## config.mk

```make
export PLATFORM = sky130hd
export DESIGN_NAME = hazard_scoreboard
export DESIGN_NICKNAME = d
export VERILOG_FILES = /design/src/rtl/hazard_scoreboard_pkg.sv /design/src/rtl/hazard_scoreboard_match.sv /design/src/rtl/hazard_scoreboard.sv
export SDC_FILE = /design/constraint.sdc
export NUM_CORES = 1
export LEC_CHECK = 0
export ABC_AREA = 1
export CAP_MARGIN = 15
export CORE_MARGIN = 2
export CORE_UTILIZATION = 30
export DETAILED_ROUTE_END_ITERATION = 7
export DONT_BUFFER_PORTS = 1
export SLEW_MARGIN = 20
export SYNTH_ARGS = -nofsm -noshare
export SYNTH_HDL_FRONTEND = slang
export SYNTH_SLANG_ARGS = --single-unit
```

## constraint.sdc

```tcl
create_clock -name clock -period 1.97 [get_ports clock]
set_input_delay 0.197 -clock clock [delete_from_list [all_inputs] [get_ports clock]]
set_output_delay 0.197 -clock clock [all_outputs]
set_load 0.005 [all_outputs]
```

## src/rtl/hazard_scoreboard_pkg.sv

```systemverilog
`default_nettype none
// ============================================================================
//  Module   : hazard_scoreboard_pkg
//  Purpose  : Shared constants, default stage indices and parameter defaults
//             for the pipeline hazard scoreboard.
//  Revision : 1.0  initial release
// ============================================================================
package hazard_scoreboard_pkg;

    // Forwarding select value meaning "read the register file".
    localparam int FWD_NONE = 0;

    // Default stage numbering of the tracked post-decode pipeline.
    localparam int STG_EX  = 1;
    localparam int STG_MEM = 2;
    localparam int STG_WB  = 3;

    // Parameter defaults for the classic five-stage pipeline.
    localparam int DEF_NSTAGE   = STG_WB;
    localparam int DEF_AW       = 5;
    localparam int DEF_RDY_ALU  = STG_MEM;
    localparam int DEF_RDY_LD   = STG_WB;
    localparam int DEF_BR_STAGE = STG_WB;

    // A producer found in stage k reaches stage k+1 by the time the consumer
    // sits in EX; if that is still earlier than the stage where its result
    // becomes forwardable, the consumer has to wait in decode.
    function automatic logic tooEarly(input int stage, input logic isLoad,
                                      input int rdyAlu, input int rdyLd);
        return (stage + 1) < (isLoad ? rdyLd : rdyAlu);
    endfunction

endpackage
`default_nettype wire

```

## src/rtl/hazard_scoreboard_match.sv

```systemverilog
`default_nettype none
// ============================================================================
//  Module   : hz_match
//  Purpose  : Youngest-producer priority finder. Searches the tracked stages
//             for the smallest stage index that holds a valid register writer
//             whose destination equals the source. Register 0 never matches.
//  Revision : 1.0  initial release
// ============================================================================
module hz_match #(
    parameter int NSTAGE = 3,
    parameter int AW     = 5,
    parameter int FW     = 2
) (
    input  logic [AW-1:0]             i_src,
    input  logic                      i_srcUsed,
    input  logic [NSTAGE:1]           i_stgValid,
    input  logic [NSTAGE:1]           i_stgWr,
    input  logic [NSTAGE:1]           i_stgIsLoad,
    input  logic [NSTAGE:1][AW-1:0]   i_stgDst,
    output logic                      o_hit,
    output logic [FW-1:0]             o_stage,
    output logic                      o_isLoad
);

    // Scan oldest to youngest so the last hit written is the youngest writer;
    // non-writing entries never take part, so they cannot shadow an older one.
    always_comb begin
        o_hit    = 1'b0;
        o_stage  = '0;
        o_isLoad = 1'b0;
        for (int k = NSTAGE; k >= 1; k--) begin
            if (i_srcUsed && (i_src != '0) && i_stgValid[k] && i_stgWr[k] &&
                (i_stgDst[k] == i_src)) begin
                o_hit    = 1'b1;
                o_stage  = FW'(k);
                o_isLoad = i_stgIsLoad[k];
            end
        end
    end

endmodule
`default_nettype wire

```

## src/rtl/hazard_scoreboard.sv

```systemverilog
`default_nettype none
// ============================================================================
//  Module   : hazard_scoreboard
//  Purpose  : Tracks the instructions in the post-decode stages, stalls
//             decode on load-use style hazards, selects forwarding sources
//             for the EX operands and flushes younger work on a redirect.
//  Revision : 1.0  initial release
// ============================================================================
module hazard_scoreboard
    import hazard_scoreboard_pkg::*;
#(
    parameter int NSTAGE   = DEF_NSTAGE,
    parameter int AW       = DEF_AW,
    parameter int RDY_ALU  = DEF_RDY_ALU,
    parameter int RDY_LD   = DEF_RDY_LD,
    parameter int BR_STAGE = DEF_BR_STAGE
) (
    input  logic                          clock,
    input  logic                          start,
    input  logic                          id_valid,
    input  logic [AW-1:0]                 id_rs,
    input  logic [AW-1:0]                 id_rt,
    input  logic                          id_rs_used,
    input  logic                          id_rt_used,
    input  logic                          id_wr,
    input  logic [AW-1:0]                 id_dst,
    input  logic                          id_is_load,
    input  logic                          br_redirect,
    output logic                          id_stall,
    output logic                          id_kill,
    output logic [$clog2(NSTAGE+1)-1:0]   fwd_a,
    output logic [$clog2(NSTAGE+1)-1:0]   fwd_b,
    output logic [NSTAGE-1:0]             stage_valid,
    output logic [15:0]                   stall_cnt,
    output logic [15:0]                   flush_cnt
);

    localparam int          FW        = $clog2(NSTAGE + 1);
    localparam logic [15:0] c_CNT_MAX = 16'hFFFF;

    // Per-stage entry fields; index k is pipeline stage k (1 = EX).
    logic [NSTAGE:1]          r_valid;
    logic [NSTAGE:1]          r_wr;
    logic [NSTAGE:1]          r_isLoad;
    logic [NSTAGE:1]          r_rsUsed;
    logic [NSTAGE:1]          r_rtUsed;
    logic [NSTAGE:1][AW-1:0]  r_dst;
    logic [NSTAGE:1][AW-1:0]  r_rs;
    logic [NSTAGE:1][AW-1:0]  r_rt;
    logic [15:0]              r_stallCnt;
    logic [15:0]              r_flushCnt;

    logic                     w_decHitA, w_decHitB;
    logic                     w_decLoadA, w_decLoadB;
    logic [FW-1:0]            w_decStageA, w_decStageB;
    logic                     w_fwdHitA, w_fwdHitB;
    logic                     w_fwdLoadA, w_fwdLoadB;
    logic [FW-1:0]            w_fwdStageA, w_fwdStageB;
    logic [NSTAGE:1]          w_olderValid;
    logic                     w_needStall;
    logic                     w_unused;

    // Decode-side searches cover every tracked stage.
    hz_match #(.NSTAGE(NSTAGE), .AW(AW), .FW(FW)) u_matchDecRs (
        .i_src       (id_rs),
        .i_srcUsed   (id_rs_used),
        .i_stgValid  (r_valid),
        .i_stgWr     (r_wr),
        .i_stgIsLoad (r_isLoad),
        .i_stgDst    (r_dst),
        .o_hit       (w_decHitA),
        .o_stage     (w_decStageA),
        .o_isLoad    (w_decLoadA)
    );

    hz_match #(.NSTAGE(NSTAGE), .AW(AW), .FW(FW)) u_matchDecRt (
        .i_src       (id_rt),
        .i_srcUsed   (id_rt_used),
        .i_stgValid  (r_valid),
        .i_stgWr     (r_wr),
        .i_stgIsLoad (r_isLoad),
        .i_stgDst    (r_dst),
        .o_hit       (w_decHitB),
        .o_stage     (w_decStageB),
        .o_isLoad    (w_decLoadB)
    );

    // EX-operand searches only look at older stages 2..NSTAGE, so stage 1 is
    // masked out of the valid vector.
    assign w_olderValid = {r_valid[NSTAGE:2], 1'b0};

    hz_match #(.NSTAGE(NSTAGE), .AW(AW), .FW(FW)) u_matchExRs (
        .i_src       (r_rs[1]),
        .i_srcUsed   (r_rsUsed[1] & r_valid[1]),
        .i_stgValid  (w_olderValid),
        .i_stgWr     (r_wr),
        .i_stgIsLoad (r_isLoad),
        .i_stgDst    (r_dst),
        .o_hit       (w_fwdHitA),
        .o_stage     (w_fwdStageA),
        .o_isLoad    (w_fwdLoadA)
    );

    hz_match #(.NSTAGE(NSTAGE), .AW(AW), .FW(FW)) u_matchExRt (
        .i_src       (r_rt[1]),
        .i_srcUsed   (r_rtUsed[1] & r_valid[1]),
        .i_stgValid  (w_olderValid),
        .i_stgWr     (r_wr),
        .i_stgIsLoad (r_isLoad),
        .i_stgDst    (r_dst),
        .o_hit       (w_fwdHitB),
        .o_stage     (w_fwdStageB),
        .o_isLoad    (w_fwdLoadB)
    );

    // A redirect wins over a stall: the decode instruction is being killed.
    assign w_needStall = (w_decHitA && tooEarly(int'(w_decStageA), w_decLoadA, RDY_ALU, RDY_LD)) ||
                         (w_decHitB && tooEarly(int'(w_decStageB), w_decLoadB, RDY_ALU, RDY_LD));
    assign id_stall    = id_valid & ~br_redirect & w_needStall;
    assign id_kill     = br_redirect;

    assign fwd_a       = w_fwdHitA ? w_fwdStageA : FW'(FWD_NONE);
    assign fwd_b       = w_fwdHitB ? w_fwdStageB : FW'(FWD_NONE);
    assign stage_valid = r_valid;
    assign stall_cnt   = r_stallCnt;
    assign flush_cnt   = r_flushCnt;

    // Retiring-stage source fields and the load flag of forwarding hits
    // carry no further meaning here.
    assign w_unused = &{1'b0, w_fwdLoadA, w_fwdLoadB, r_rs[NSTAGE], r_rt[NSTAGE],
                        r_rsUsed[NSTAGE], r_rtUsed[NSTAGE]};

    // Valid bits and event counters: reset clears everything at once, a
    // redirect invalidates the wrong-path entries moving into 1..BR_STAGE.
    always_ff @(posedge clock) begin
        if (start) begin
            r_valid    <= '0;
            r_stallCnt <= '0;
            r_flushCnt <= '0;
        end else begin
            r_valid[1] <= id_valid & ~id_stall & ~br_redirect;
            for (int k = 2; k <= NSTAGE; k++) begin
                r_valid[k] <= r_valid[k-1] & ~(br_redirect & (k <= BR_STAGE));
            end
            if (id_stall && (r_stallCnt != c_CNT_MAX)) begin
                r_stallCnt <= r_stallCnt + 16'd1;
            end
            if (br_redirect && (r_flushCnt != c_CNT_MAX)) begin
                r_flushCnt <= r_flushCnt + 16'd1;
            end
        end
    end

    // Entry payload shifts every cycle; it is only meaningful where valid.
    always_ff @(posedge clock) begin
        r_wr[1]     <= id_wr;
        r_dst[1]    <= id_dst;
        r_isLoad[1] <= id_is_load;
        r_rs[1]     <= id_rs;
        r_rt[1]     <= id_rt;
        r_rsUsed[1] <= id_rs_used;
        r_rtUsed[1] <= id_rt_used;
        for (int k = 2; k <= NSTAGE; k++) begin
            r_wr[k]     <= r_wr[k-1];
            r_dst[k]    <= r_dst[k-1];
            r_isLoad[k] <= r_isLoad[k-1];
            r_rs[k]     <= r_rs[k-1];
            r_rt[k]     <= r_rt[k-1];
            r_rsUsed[k] <= r_rsUsed[k-1];
            r_rtUsed[k] <= r_rtUsed[k-1];
        end
    end

endmodule
`default_nettype wire

```

==> results.cfg, run 1 <==
[finish]
nNetsFinal = 719
fillerInstances = 1330
share_of_cells_above_drive_strength_1_pct = 28.4
synthToLayoutAreaGrowth_pct = 39.8
fin_area_um2 = 5350
final-instance-count-excl-fill = 869
utilization_pct = 42.7
mostFrequentLayoutCell = nand2_1
final_cell_mix = 162 x nand2_1, 85 x inv_1, 79 x buf_4
insertedDiodeCount = 0

[timing]
hold_slack_ps = 20.3
min_period_over_period_pct = 115
drv_slew = 0
slew_headroom_pct = 65.3
rsz0062_at_grt = true
achievable-frequency_mhz = 440
finalHoldViolCount = 0
timing.final.setup_violations = 17
post-route-min-period_ps = 2270
layout_setup_ws_ps = -301
worst_slew_pin_slew_ps = 521
totalNegativeSetupSlack_ps = -3180
fin_worst_skew_ps = 7.95

[setup_path]
cpPeakStageDelay_ps = 340
timing.critical_path.fanout_max = 5
timing.critical_path.from_type = register
cp_slowest_cell = dfxtp_2
crit_top_cell = nand2_1
worst_ep_required_time_ps = 1770
crit_type = register to primary output
critical_path.n_buffers_inverters = 3
crit_family = simple AND/OR/NAND/NOR gates
crit_path_end_kind = primary output
worstReg2RegStart = r_dst[9]
crit_path_start = r_dst[9]
worstPathArrival_ps = 2070
timing.critical_path.cells = inv_2 > nand2_1 > nand2_1 > nand2_1 > nor2_2 > nand3_2 > a21oi_2 > ha_1 > nand2_1 > nand2_2 > nand2_4 > buf_12 > nand2_4 > inv_2

[clocking]
cts_max_path_buffers = 2
clock_tree.root_cell = clkbuf_16
worst_skew_pair.late_latency_ps = 340
cts_made_buffers = 9
cts_htree_levels = 3
clock_tree_from_tritoncts = done
cts.sink_count = 68
cts.clk_slew.worst_paths_ps = 60

[global_routing]
grt-ovfl-total = 0
antenna_violations_before_repair = 0
groute.usage.overall_pct = 17.5
first_pass_grt_wire_length_um = 18500
number_of_global_route_vias_before_repair = 4068
largest_net_degree_at_the_start_of_global_routing = 26

[placement]
detailedPlace.worstSlack_ps = -258
gp_congestion = 0.885
dpl_cell_area_um2 = 4530
place_hpwl_um = 8390
port_buffers = 0
numPlacedInstances = 820

[yosys]
synth.distinct_cells = 37
post_synth_and_or_nand_nor_area_fraction_pct = 39.8
synth_area_um2 = 3820
synth_area_per_cell_um2 = 6.50
post_synth_mux_area_share_pct = 0
synth_xor_area_share_pct = 3.21
synth-seq-area-share_pct = 35.6
syn_inst = 588
dominant_combinational_cell_family_by_area_after_synthesis = simple AND/OR/NAND/NOR gates
yosys_register_bits = 68
yosysWarnings = 0
synth-adder-area-share_pct = 1.31
synth_nets = 615
synth_compound_gate_area_share_pct = 7.46

[status]
status = finished, violations left
violations_in_the_final_reports = setup timing

[die]
die_y_um = 117
coreArea_um2 = 12500
die_area_um2 = 13700
io_pins = 64
floorplan.initialDensity_pct = 30.5
rows = 41
dieWidth_um = 117

[pwr]
cellLeakagePower_nw = 2.49
switching_share_pct = 24.8
seq_power_share_pct = 43.0
power-per-cell-area_nw_per_um2 = 636
sum_of_internal_switching_and_leakage_power_mw = 3.40
pwr-share-clk_pct = 47.1
power.combinational.fraction_pct = 10.0
power.net_switching_mw = 0.843
internal_power_mw = 2.55
power.ir.vdd_worst_mv = 0.405

[min_path]
holdCritPathClass = input pin to register
min-delay-start = start

[detailed_routing]
num_vias = 4030
routed_wire_length_per_instance_um = 13.1
viasPerCell = 4.64
drcViolationCount = 0
drt-pass1-iter-count = 4
ant_nets = 0
detail_route.iter0.violations = 108
postRouteWirelength_um = 11400

[job]
timing.max_cap.violations = 0
## flip-flops by register name (all words and copies together), names as in the netlist
register / count
flush_cnt: 16
r_dst: 15
r_isLoad: 3
r_rs: 5
r_rsUsed: 1
r_rt: 5
r_rtUsed: 1
r_wr: 3
stage_valid: 3
stall_cnt: 16
## cell usage after synthesis
cell type	number	area (µm²)
nand2_1	173	649
inv_1	100	375
dfxtp_1	68	1360
nor2_1	67	251
nand4_1	27	169
nand3_1	23	115
a21oi_1	19	95.1
o21ai_0	17	85.1
nand3_2	14	140
nor3_1	14	70.1
xor2_1	8	70.1
nor4_1	6	37.5
xnor2_1	6	52.6
inv_2	5	18.8
buf_2	4	20.0
clkbuf_1	4	15.0
ha_1	4	50.1
a31oi_1	3	18.8
a211oi_1	2	15.0
a221oi_1	2	17.5
buf_4	2	15.0
nor2_4	2	22.5
nor3_2	2	20.0
o21a_1	2	15.0
o22ai_1	2	12.5
a2111o_1	1	11.3
and2_1	1	6.26
buf_12	1	20.0
buf_6	1	11.3
clkbuf_2	1	5.00
clkinv_1	1	3.75
nand2_4	1	11.3
nand4_2	1	12.5
nor4b_1	1	8.76
o211ai_1	1	7.51
o21bai_1	1	7.51
or2_2	1	6.26
## cells by family (layout without fill, tap and decap cells)
group	count (synthesis)	in the layout
xor gates and xnor gates	14	14
DFF	68	68
AOI/OAI and AO/OA	50	50
and+or+nand+nor	333	333
buffers and inverters	119	228
adders and majority gates	4	4
## cell type report
cell class,instances,area [µm²],share of cell area [%]
repair buffers,106,913,17.1
inverters,106,398,7.44
flip-flops and latches,68,1400,26.2
multi-input cells,401,2130,39.8
well taps,172,215,4.03
clock inverters,6,65.1,1.22
clock buffers,10,229,4.28
## final timing paths
| check | to | slack [ps] | depth (start not counted) |
|---|---|---|---|
| worst max register to register | stall_cnt[9] | -270 | 16 |
| worst max-delay path | id_stall | -300 | 14 |
| worst min-delay path | flush_cnt[7] | 20 | 2 |
| worst min register to register | r_wr[2] | 350 | 0 |
## what timing repair did
action	CTS	global route
hold endpoints to repair	28	0
pin swaps	23	23
hold buffers	21	0
resized for setup	44	46
cloned	1	0
setup buffers	9	3
endpoints found under the setup margin	20	24
## power groups by stage
stage          logic (mW)  clock network, mW  registers (mW)
2_1_floorplan       0.174                  0            1.48
3_3_place_gp        0.269                  0            1.48
3_5_place_dp        0.272                  0            1.48
4_1_cts             0.321               1.65            1.46
5_1_grt             0.376               1.71            1.47
6_report            0.339               1.60            1.46
## routing by layer
| layer | GRT usage (%) | part of all wire (%) | wire (µm) |
|---|---|---|---|
| met5 | 0 | 0 | 0 |
| met1 | 19.4 | 43 | 4850 |
| met4 | 6.43 | 1.6 | 186 |
| met2 | 30.5 | 48 | 5530 |
| met3 | 6.85 | 7.3 | 831 |
Note: power is estimated with default switching activity, not from simulation.
==> inputs of run 2 (changes only) <==
--- a/config.mk
+++ b/config.mk
@@ -6,7 +6,7 @@
 export NUM_CORES = 1
 export LEC_CHECK = 0
 export ABC_AREA = 1
-export CAP_MARGIN = 15
+export CAP_MARGIN = 20
 export CORE_MARGIN = 2
 export CORE_UTILIZATION = 30
 export DETAILED_ROUTE_END_ITERATION = 7
==> constraint.sdc (replaced) <==
create_clock -name clock -period 2.9 [get_ports clock]
set_input_delay 0.29 -clock clock [delete_from_list [all_inputs] [get_ports clock]]
set_output_delay 0.29 -clock clock [all_outputs]
set_load 0.005 [all_outputs]
==> results.cfg, run 2 (synthesis gave the netlist of run 1 again) <==
[finish]
nNetsFinal = 640
share_of_cells_above_drive_strength_1_pct = 8.25
fin_area_um2 = 4530
final_cell_mix = 172 x nand2_1, 100 x inv_1, 67 x dfxtp_1
synthToLayoutAreaGrowth_pct = 18.5
final-instance-count-excl-fill = 790
mostFrequentLayoutCell = nand2_1
insertedDiodeCount = 0

[setup_path]
crit_type = register to primary output
crit_path_end_kind = primary output
timing.critical_path.to = id_stall
cp_slowest_cell = dfxtp_1
worst_ep_required_time_ps = 2610
crit_top_cell = nand2_1
worst_r2r_path_depth = 17
timing.critical_path.from_type = register
timing.critical_path.cells = inv_1 > nand2_1 > nand2_1 > nor2_1 > nand3_1 > nand3_2 > nand2_1 > ha_1 > o21bai_1 > inv_1 > nand2_1 > nand2_8 > nand2_1 > inv_1
rrSetupSlack_ps = 430
worstPathArrival_ps = 2360
cpPeakStageDelay_ps = 470
timing.critical_path.fanout_max = 6
crit_path_start = r_dst[8]
rr_endpoint = stall_cnt[2]
worstReg2RegStart = r_dst[8]

[global_routing]
largest_net_degree_at_the_start_of_global_routing = 33
first_pass_grt_wire_length_um = 16500
antenna_violations_before_repair = 0
groute.usage.overall_pct = 15.5
grt-ovfl-total = 0
number_of_global_route_vias_before_repair = 3504

[timing]
slew_headroom_pct = 45.5
min_period_over_period_pct = 91.4
achievable-frequency_mhz = 377
post-route-min-period_ps = 2650
finalHoldViolCount = 0
timing.final.setup_violations = 0
fin_worst_skew_ps = 9.71
rsz0062_at_grt = false
totalNegativeSetupSlack_ps = 0
drv_slew = 0
worst_slew_pin_slew_ps = 812

[detailed_routing]
drt-pass1-iter-count = 5
routed_wire_length_per_instance_um = 13.2
postRouteWirelength_um = 10400
detail_route.iter0.violations = 256
viasPerCell = 4.72
met2_wire_len_um = 4630
drcViolationCount = 0
wl_met1_um = 4620
dr_wl_met3_um = 912
ant_nets = 0
num_vias = 3726
route.top_layer_used = met4

[pwr]
sum_of_internal_switching_and_leakage_power_mw = 2.28
power-per-cell-area_nw_per_um2 = 503
cellLeakagePower_nw = 2.05
power.ir.vdd_worst_mv = 0.393

[placement]
dpl_cell_area_um2 = 3980
numPlacedInstances = 750
gp_congestion = 0.911
port_buffers = 0
place_hpwl_um = 7480

[die]
die_area_um2 = 13700
floorplan.initialDensity_pct = 30.5
rows = 41
die_y_um = 117
io_pins = 64
dieWidth_um = 117
coreArea_um2 = 12500

[min_path]
holdCritPathClass = input pin to register
min-delay-start = start

[clocking]
worst_skew_pair.late_latency_ps = 340
cts.sink_count = 68
cts_htree_levels = 3
cts.clk_slew.worst_paths_ps = 60
cts_made_buffers = 9
clock_tree.root_cell = clkbuf_16
cts_max_path_buffers = 2
clock_tree_from_tritoncts = done

[job]
timing.max_cap.violations = 0

[status]
status = complete, no violations
[run 2: through the flow]
| stage | hold slack [ps] | util [%] | worst slack [ps] |
|---|---|---|---|
| 4_1_cts | 3.24 | 35.9 | 62.4 |
| 6_report | 17.8 | 36.2 | 251 |
| 3_3_place_gp | 318 | 31.8 | 518 |
| 5_1_grt | 5.32 | 36.2 | 33.3 |
| 2_1_floorplan | 318 | - | 828 |
| 3_5_place_dp | 318 | 31.8 | 444 |
[run 2: cell type report]
| cell class | instances | area [µm²] |
|---|---|---|
| clock buffers | 10 | 239 |
| clock inverters | 6 | 63.8 |
| fillers | 1381 | 7990 |
| inverters | 106 | 398 |
| multi-input cells | 402 | 2000 |
| flip-flops and latches | 68 | 1360 |
| well taps | 172 | 215 |
| repair buffers | 26 | 248 |
[run 2: per-layer routing]
| metal | GRT usage (%) | up-vias |
|---|---|---|
| met1 | 19.2 | 1658 |
| met3 | 6.28 | 22 |
| met5 | 0 | - |
| met2 | 23.9 | 138 |
| met4 | 6.51 | 0 |
| li1 | - | 1908 |
[run 2: worst min-delay path by stage]
stage | to | depth (start not counted)
final | stage_valid[0] | 1
after global placement | r_dst[0] | 0
after global routing | flush_cnt[15] | 1
after detailed placement | r_dst[0] | 0
after floorplan | r_dst[0] | 0
after CTS | stage_valid[0] | 1
[run 2: report_power, final]
part           switching (mW)  internal, mW  leakage (nW)
logic                  0.0951        0.0686          1.34
clock network           0.433         0.687         0.144
registers              0.0334         0.963         0.562
total                   0.562          1.72          2.05
[run 2: timing repair]
item	CTS	global route
setup buffers	0	2
gates resized for setup	0	3
hold buffers	21	0
endpoints found under the setup margin	0	1
hold endpoints to repair	22	0
[run 2: critical path: cells and delay by family (launching register included)]
| kind | cells | cell delay (ps) |
|---|---|---|
| DFF | 1 | 470 |
| buffers and inverters | 3 | 300 |
| and+or+nand+nor | 9 | 930 |
| adders and majority gates | 1 | 180 |
| AOI/OAI and AO/OA | 1 | 150 |
